File: src/rtl/sipo_pkg.sv
// Shared types and helpers for the serial-in/parallel-out deserializer.
package sipo_pkg;

  typedef enum logic {
    HUNT  = 1'b0,
    SHIFT = 1'b1
  } state_t;

  localparam bit MSB_FIRST_C = 1'b1;
  localparam bit LSB_FIRST_C = 1'b0;

  function automatic int calc_cnt_w(input int width);
    return $clog2(width + 1);
  endfunction

endpackage

File: src/rtl/sipo_out_buf.sv
// One-entry valid/ready holding register for completed words.
module sipo_out_buf #(
  parameter int WIDTH = 8
) (
  input  logic             clk,
  input  logic             rst,
  input  logic             load,
  input  logic [WIDTH-1:0] load_data,
  output logic             load_ok,
  output logic [WIDTH-1:0] po_data,
  output logic             po_valid,
  input  logic             po_ready
);

  logic [WIDTH-1:0] data_reg;
  logic             valid_reg;

  // A load is accepted when the slot is empty or drains on this same edge.
  assign load_ok = !valid_reg || po_ready;

  always_ff @(posedge clk) begin
    if (!rst) begin
      data_reg  <= '0;
      valid_reg <= 1'b0;
    end else if (load && load_ok) begin
      data_reg  <= load_data;
      valid_reg <= 1'b1;
    end else if (valid_reg && po_ready) begin
      valid_reg <= 1'b0;
    end
  end

  assign po_data  = data_reg;
  assign po_valid = valid_reg;

endmodule

File: src/rtl/sipo_deserializer.sv
// Serial-in/parallel-out deserializer with selectable bit order, optional
// frame hunting, and a valid/ready output holding register.
module sipo_deserializer
  import sipo_pkg::*;
#(
  parameter int WIDTH     = 8,
  parameter bit MSB_FIRST = MSB_FIRST_C,
  parameter bit SYNC_MODE = 1'b0,
  parameter int CNT_W     = calc_cnt_w(WIDTH)
) (
  input  logic             clk,
  input  logic             rst,
  input  logic             si_valid,
  input  logic             si_data,
  input  logic             si_sync,
  output logic [WIDTH-1:0] po_data,
  output logic             po_valid,
  input  logic             po_ready,
  output logic             overrun,
  output logic [CNT_W-1:0] bit_cnt,
  output logic             locked
);

  localparam state_t RESET_STATE = SYNC_MODE ? HUNT : SHIFT;

  state_t           state_reg, state_next;
  logic [WIDTH-1:0] sr_reg, sr_next;
  logic [CNT_W-1:0] cnt_reg, cnt_next;
  logic             overrun_reg;
  logic             load;
  logic             load_ok;

  function automatic logic [WIDTH-1:0] shift_in(input logic [WIDTH-1:0] sr, input logic d);
    if (MSB_FIRST == LSB_FIRST_C)
      return {d, sr[WIDTH-1:1]};
    else
      return {sr[WIDTH-2:0], d};
  endfunction

  always_ff @(posedge clk) begin
    if (!rst) begin
      state_reg   <= RESET_STATE;
      sr_reg      <= '0;
      cnt_reg     <= '0;
      overrun_reg <= 1'b0;
    end else begin
      state_reg   <= state_next;
      sr_reg      <= sr_next;
      cnt_reg     <= cnt_next;
      overrun_reg <= load && !load_ok;
    end
  end

  always_comb begin
    state_next = state_reg;
    sr_next    = sr_reg;
    cnt_next   = cnt_reg;
    load       = 1'b0;
    if (si_valid) begin
      if (si_sync) begin
        // Frame start: any partial word is dropped and this bit becomes bit 0.
        state_next = SHIFT;
        sr_next    = shift_in('0, si_data);
        cnt_next   = CNT_W'(1);
      end else if (state_reg == SHIFT) begin
        sr_next = shift_in(sr_reg, si_data);
        if (cnt_reg == CNT_W'(WIDTH - 1)) begin
          load     = 1'b1;
          cnt_next = '0;
        end else begin
          cnt_next = cnt_reg + CNT_W'(1);
        end
      end
    end
  end

  sipo_out_buf #(
    .WIDTH(WIDTH)
  ) u_out_buf (
    .clk      (clk),
    .rst      (rst),
    .load     (load),
    .load_data(sr_next),
    .load_ok  (load_ok),
    .po_data  (po_data),
    .po_valid (po_valid),
    .po_ready (po_ready)
  );

  assign overrun = overrun_reg;
  assign bit_cnt = cnt_reg;
  assign locked  = (state_reg == SHIFT);

endmodule

File: config.mk
export PLATFORM = sky130hd
export DESIGN_NAME = sipo_deserializer
export DESIGN_NICKNAME = d
export VERILOG_FILES = /design/src/rtl/sipo_pkg.sv /design/src/rtl/sipo_out_buf.sv /design/src/rtl/sipo_deserializer.sv
export SDC_FILE = /design/constraint.sdc
export NUM_CORES = 1
export LEC_CHECK = 0
export ABC_CLOCK_PERIOD_IN_PS = 2400
export CORE_ASPECT_RATIO = 2
export CORE_MARGIN = 8
export CORE_UTILIZATION = 31
export CTS_BUF_LIST = sky130_fd_sc_hd__clkbuf_4
export DETAILED_ROUTE_END_ITERATION = 8
export HOLD_SLACK_MARGIN = 0.06
export PLACE_DENSITY = 0.57
export SYNTH_ARGS = -nofsm -noshare
export SYNTH_HDL_FRONTEND = slang
export SYNTH_HIERARCHICAL = 1
export SYNTH_SLANG_ARGS = --single-unit
File: constraint.sdc
create_clock -name clk -period 2.4 [get_ports clk]
set_input_delay 0.36 -clock clk [delete_from_list [all_inputs] [get_ports clk]]
set_output_delay 0.36 -clock clk [all_outputs]
set_load 0.05 [all_outputs]
# Yosys cells after proc, flatten, opt, wreduce, memory -nomap -nowiden

Cells that the tools add are included.

Register bits after elaboration: 22
Input bits: 6
Logic and storage cells: 23

$add $sub $neg: 1
Eq/ne operators: 1
Muxes and demuxes: 9
Reductions and logical operators: 7

Operators with widths:

| kind                                                                   | count |
|---|---|
| 8-bit two-way mux                                                      | 2 |
| 4-bit two-way mux                                                      | 2 |
| 1-bit two-way mux                                                      | 5 |
| 4-bit by 1-bit adder with 4-bit output (second input constant)         | 1 |
| 4-bit by 3-bit equality test with 1-bit output (second input constant) | 1 |
| 1-bit logical AND                                                      | 3 |
| 1-bit logical NOT                                                      | 2 |
| 2-bit nonzero test                                                     | 1 |
| 1-bit logical OR                                                       | 1 |

# Longest topological paths before layout

Depth in word-level cells: 6
Mapped depth: 7

# Cells and area by module

Netlist, hierarchy kept.

Modules (own cells, without submodules):

| module            | instances | cells an instance | area each (µm²) | sequential area each (µm²) |
|---|---|---|---|---|
| sipo_deserializer | 1         | 69                | 573.0           | 260.2 |
| sipo_out_buf      | 1         | 40                | 375.4           | 180.2 |

# Worst setup path before layout

No wires, ideal clock.

Path kind: register -> register
Start point: register cnt_reg[0] (netlist: bit_cnt[0])
End point: register u_out_buf.data_reg[0] (netlist: u_out_buf/po_data[0])
Library setup time: 0.072 ns
Arrival time: 1.950 ns
Required time: 2.328 ns
Slack: 0.378 ns
Stages on the path, launching flop included: 8
Buffers on the path: 1
Cells stage by stage: dfxtp_1 -> ha_1 -> nand2_1 -> or4_4 -> inv_1 -> and2_4 -> buf_6 -> mux2i_1

Cells in the longest elaborated chain, start to end: 5

Ends and longest elaborated chain:

| element                                        | RTL line                | text |
|---|---|---|
| start, declared                                | sipo_deserializer.sv:28 | `logic [CNT_W-1:0] cnt_reg, cnt_next;` |
| start signal, assigned                         | sipo_deserializer.sv:49 | `cnt_reg <= cnt_next;` |
| 4-bit by 3-bit equality test with 1-bit output | sipo_deserializer.sv:67 | `if (cnt_reg == CNT_W'(WIDTH - 1)) begin` |
| 1-bit two-way mux                              | sipo_deserializer.sv:67 |  |
| 1-bit two-way mux                              | sipo_deserializer.sv:60 | `if (si_sync) begin` |
| 1-bit two-way mux                              | sipo_deserializer.sv:59 | `if (si_valid) begin` |
| via load                                       | sipo_deserializer.sv:30 | `logic load;` |
| 1-bit logical AND                              | sipo_out_buf.sv:25      | `end else if (load && load_ok) begin` |
| end signal, assigned                           | sipo_out_buf.sv:26      | `data_reg <= load_data;` |
| end, declared                                  | sipo_out_buf.sv:15      | `logic [WIDTH-1:0] data_reg;` |

The timed path passes the listed nets, and every way through them passes these cells.
A chain may end at the register's enable or synchronous reset.

# Worst setup path in the final report

Start point: register cnt_reg[0] (netlist: bit_cnt[0])
End point: output bit_cnt[0]

RTL lines:

| element       | RTL line                | text |
|---|---|---|
| end, declared | sipo_deserializer.sv:20 | `output logic [CNT_W-1:0] bit_cnt,` |

No word-level cell between the ends.

==> impl_metrics.tcl <==
set metrics [dict create \
    synth-edff-count 0 \
    core_area_sq_um 2940 \
    grt_use_total_pct 8.46 \
    p_leak_nw 0.465 \
    cts_setup_buffers 0 \
    cp_top_family "buffers and inverters" \
    async_flop_share_pct 0 \
    ant_nets 0 \
    yosysWarnings 6 \
    clockRootBuffer "clkbuf_4" \
    synth_area_sq_um 948 \
    fmax_ghz 0.517 \
    fin_skew_ns 0.00820 \
    syn_nets 116 \
    die_h_um 94.2 \
    cpPeakStageDelay_ns 0.84 \
    antenna_found_initial 0 \
    hold_buffers 0 \
    final-hold-violation-count 0 \
    setup_tns_ns 0 \
    area_growth_pct 26.1 \
    htree_levels 1 \
    nNetsFinal 138 \
    start_util_pct 32.2 \
    synth.distinct_cells 28 \
    dp_hpwl_um 1480 \
    placed_area_sq_um 1170 \
    finalNonFillerCells 160 \
    fin_crit_ns 1.93 \
    grt-ovfl-total 0 \
    grt_max_degree 31 \
    num_antenna_cells 0 \
    fin_area_sq_um 1200 \
    ctsResizeCount 0 \
    num_vias 763 \
    ys_ff_latch 22 \
    cts_buffers 3 \
    numPlacedInstances 156 \
    port_buffers 19 \
    cts_tree "done" \
    critPathRequiredTime_ns 2.04 \
    cap_violations 0 \
    cp-end-kind "primary output" \
    critPathLaunchType "flop" \
    synth.yosys.seq_area_share_pct 46.4 \
    globalplace.congestion 0.705 \
    fin_crit_sh_pct 80.5 \
    utilization_pct 40.6 \
    synth.avg_cell_area_sq_um 8.70 \
    crit_arrival_ns 1.57 \
    io_pins 21 \
    maxSlewHeadroom_pct 65.8 \
    fin_ws_ns 0.467 \
    worstMarginPinSlew_ns 0.512 \
    crit_buf_inv 1 \
    layout_commonest_cell "nand2_1" \
    grt_pass1_vias 773 \
    path_cells "clkdlybuf4s50_1" \
    cts.sinks 22 \
    max-vdd-ir-drop_uv 367 \
    crit_fanout 6 \
    via_per_inst 4.77 \
    dp_slack_ns 0.239 \
    p_per_area_nw_per_um2 494 \
    drtIter0Drc 5 \
    slew_viol_final 0 \
    die_w_um 55.1 \
    synthCells 109 \
    final_cell_mix "40 x nand2_1, 22 x dfxtp_1, 19 x clkdlybuf4s50_1, 9 x a21boi_1, 8 x mux2i_1" \
    layout-drive-gt1-share_pct 10.0 \
    setup-violations-final 0 \
    die_area_sq_um 5190 \
    cts_buffer_depth 2 \
    rsz0062_at_grt "false" \
    grt_pass1_wl_um 3410 \
    drt-wirelength-per-cell_um 11.8 \
    outcome "complete, no violations" \
    hold_class "reg -> reg" \
    drt_wl_total_um 1880 \
    clkTransAtPathRegs_ns 0.12 \
    critPathKind "reg -> out" \
    critPathSlowestCell "clkdlybuf4s50_1" \
    synth_top_flop_cell "dfxtp_1" \
    clk_latency_ns 0.30 \
    num_rows 28 \
    drt-pass1-iter-count 4 \
    drc 0 \
]
==> Yosys cell counts (2+ instances only) <==
library cell | n | share of area (%)
a21boi_1 | 9 | 7.1
and2_1 | 2 | 1.3
and3_1 | 2 | 1.3
buf_2 | 2 | 1.1
clkbuf_1 | 2 | 0.79
dfxtp_1 | 22 | 46
inv_1 | 2 | 0.79
mux2i_1 | 8 | 8.4
nand2_1 | 40 | 16
o21ai_0 | 2 | 1.1
==> where the power goes <==
group | leakage, nW | total [W] | internal (W) | switching, W
Combinational | 0.272 | 0.0000553 | 0.0000242 | 0.0000310
Sequential | 0.178 | 0.000372 | 0.000368 | 0.00000361
Clock | 0.0154 | 0.000164 | 0.0000605 | 0.000104
Total | 0.465 | 0.000591 | 0.000453 | 0.000138
==> layout make-up <==
type	count	area, sq um
clock buffer	3	22.5
clock inverter	1	3.75
fill	335	1750
inverter	3	11.3
multi-input combinational	78	460
sequential	22	440
tap	30	37.5
timing repair buffer	23	220
==> worst paths after layout <==
| kind | start | end | slack [ns] | depth (start not counted) |
|---|---|---|---|---|
| max | bit_cnt[0] | bit_cnt[0] | 0.47 | 1 |
| min | u_out_buf/po_data[1] | u_out_buf/po_data[1] | 0.47 | 2 |
| max reg2reg | bit_cnt[0] | u_out_buf/po_data[3] | 0.64 | 6 |
| min reg2reg | u_out_buf/po_data[1] | u_out_buf/po_data[1] | 0.47 | 2 |
==> metrics by stage <==
stage	hold slack [ns]	power [W]
after floorplan	0.445	0.000413
after global placement	0.447	0.000436
after detailed placement	0.448	0.000436
after CTS	0.471	0.000600
after global routing	0.494	0.000619
final	0.466	0.000591
==> metal layers <==
layer  track usage (%)  vias up  part of all wire, %
li1                  -      398                    -
met1              10.2      349                   42
met2              13.3       14                   52
met3              1.90        2                  4.6
met4              4.23        0                  1.4
met5                 0        -                    0
==> kinds of logic (layout without fill, tap and decap cells) <==
family                     Yosys count  after routing  synth area share (%)
AOI/OAI and AO/OA                   15             15                  11.1
adders and majority gates            1              1                  1.32
buffers and inverters                9             30                  5.01
DFF                                 22             22                  46.4
muxes                                9              9                  9.63
other                                1              1                 0.395
and+or+nand+nor                     52             52                  26.1
No activity file was read; power rests on OpenSTA's default activity.
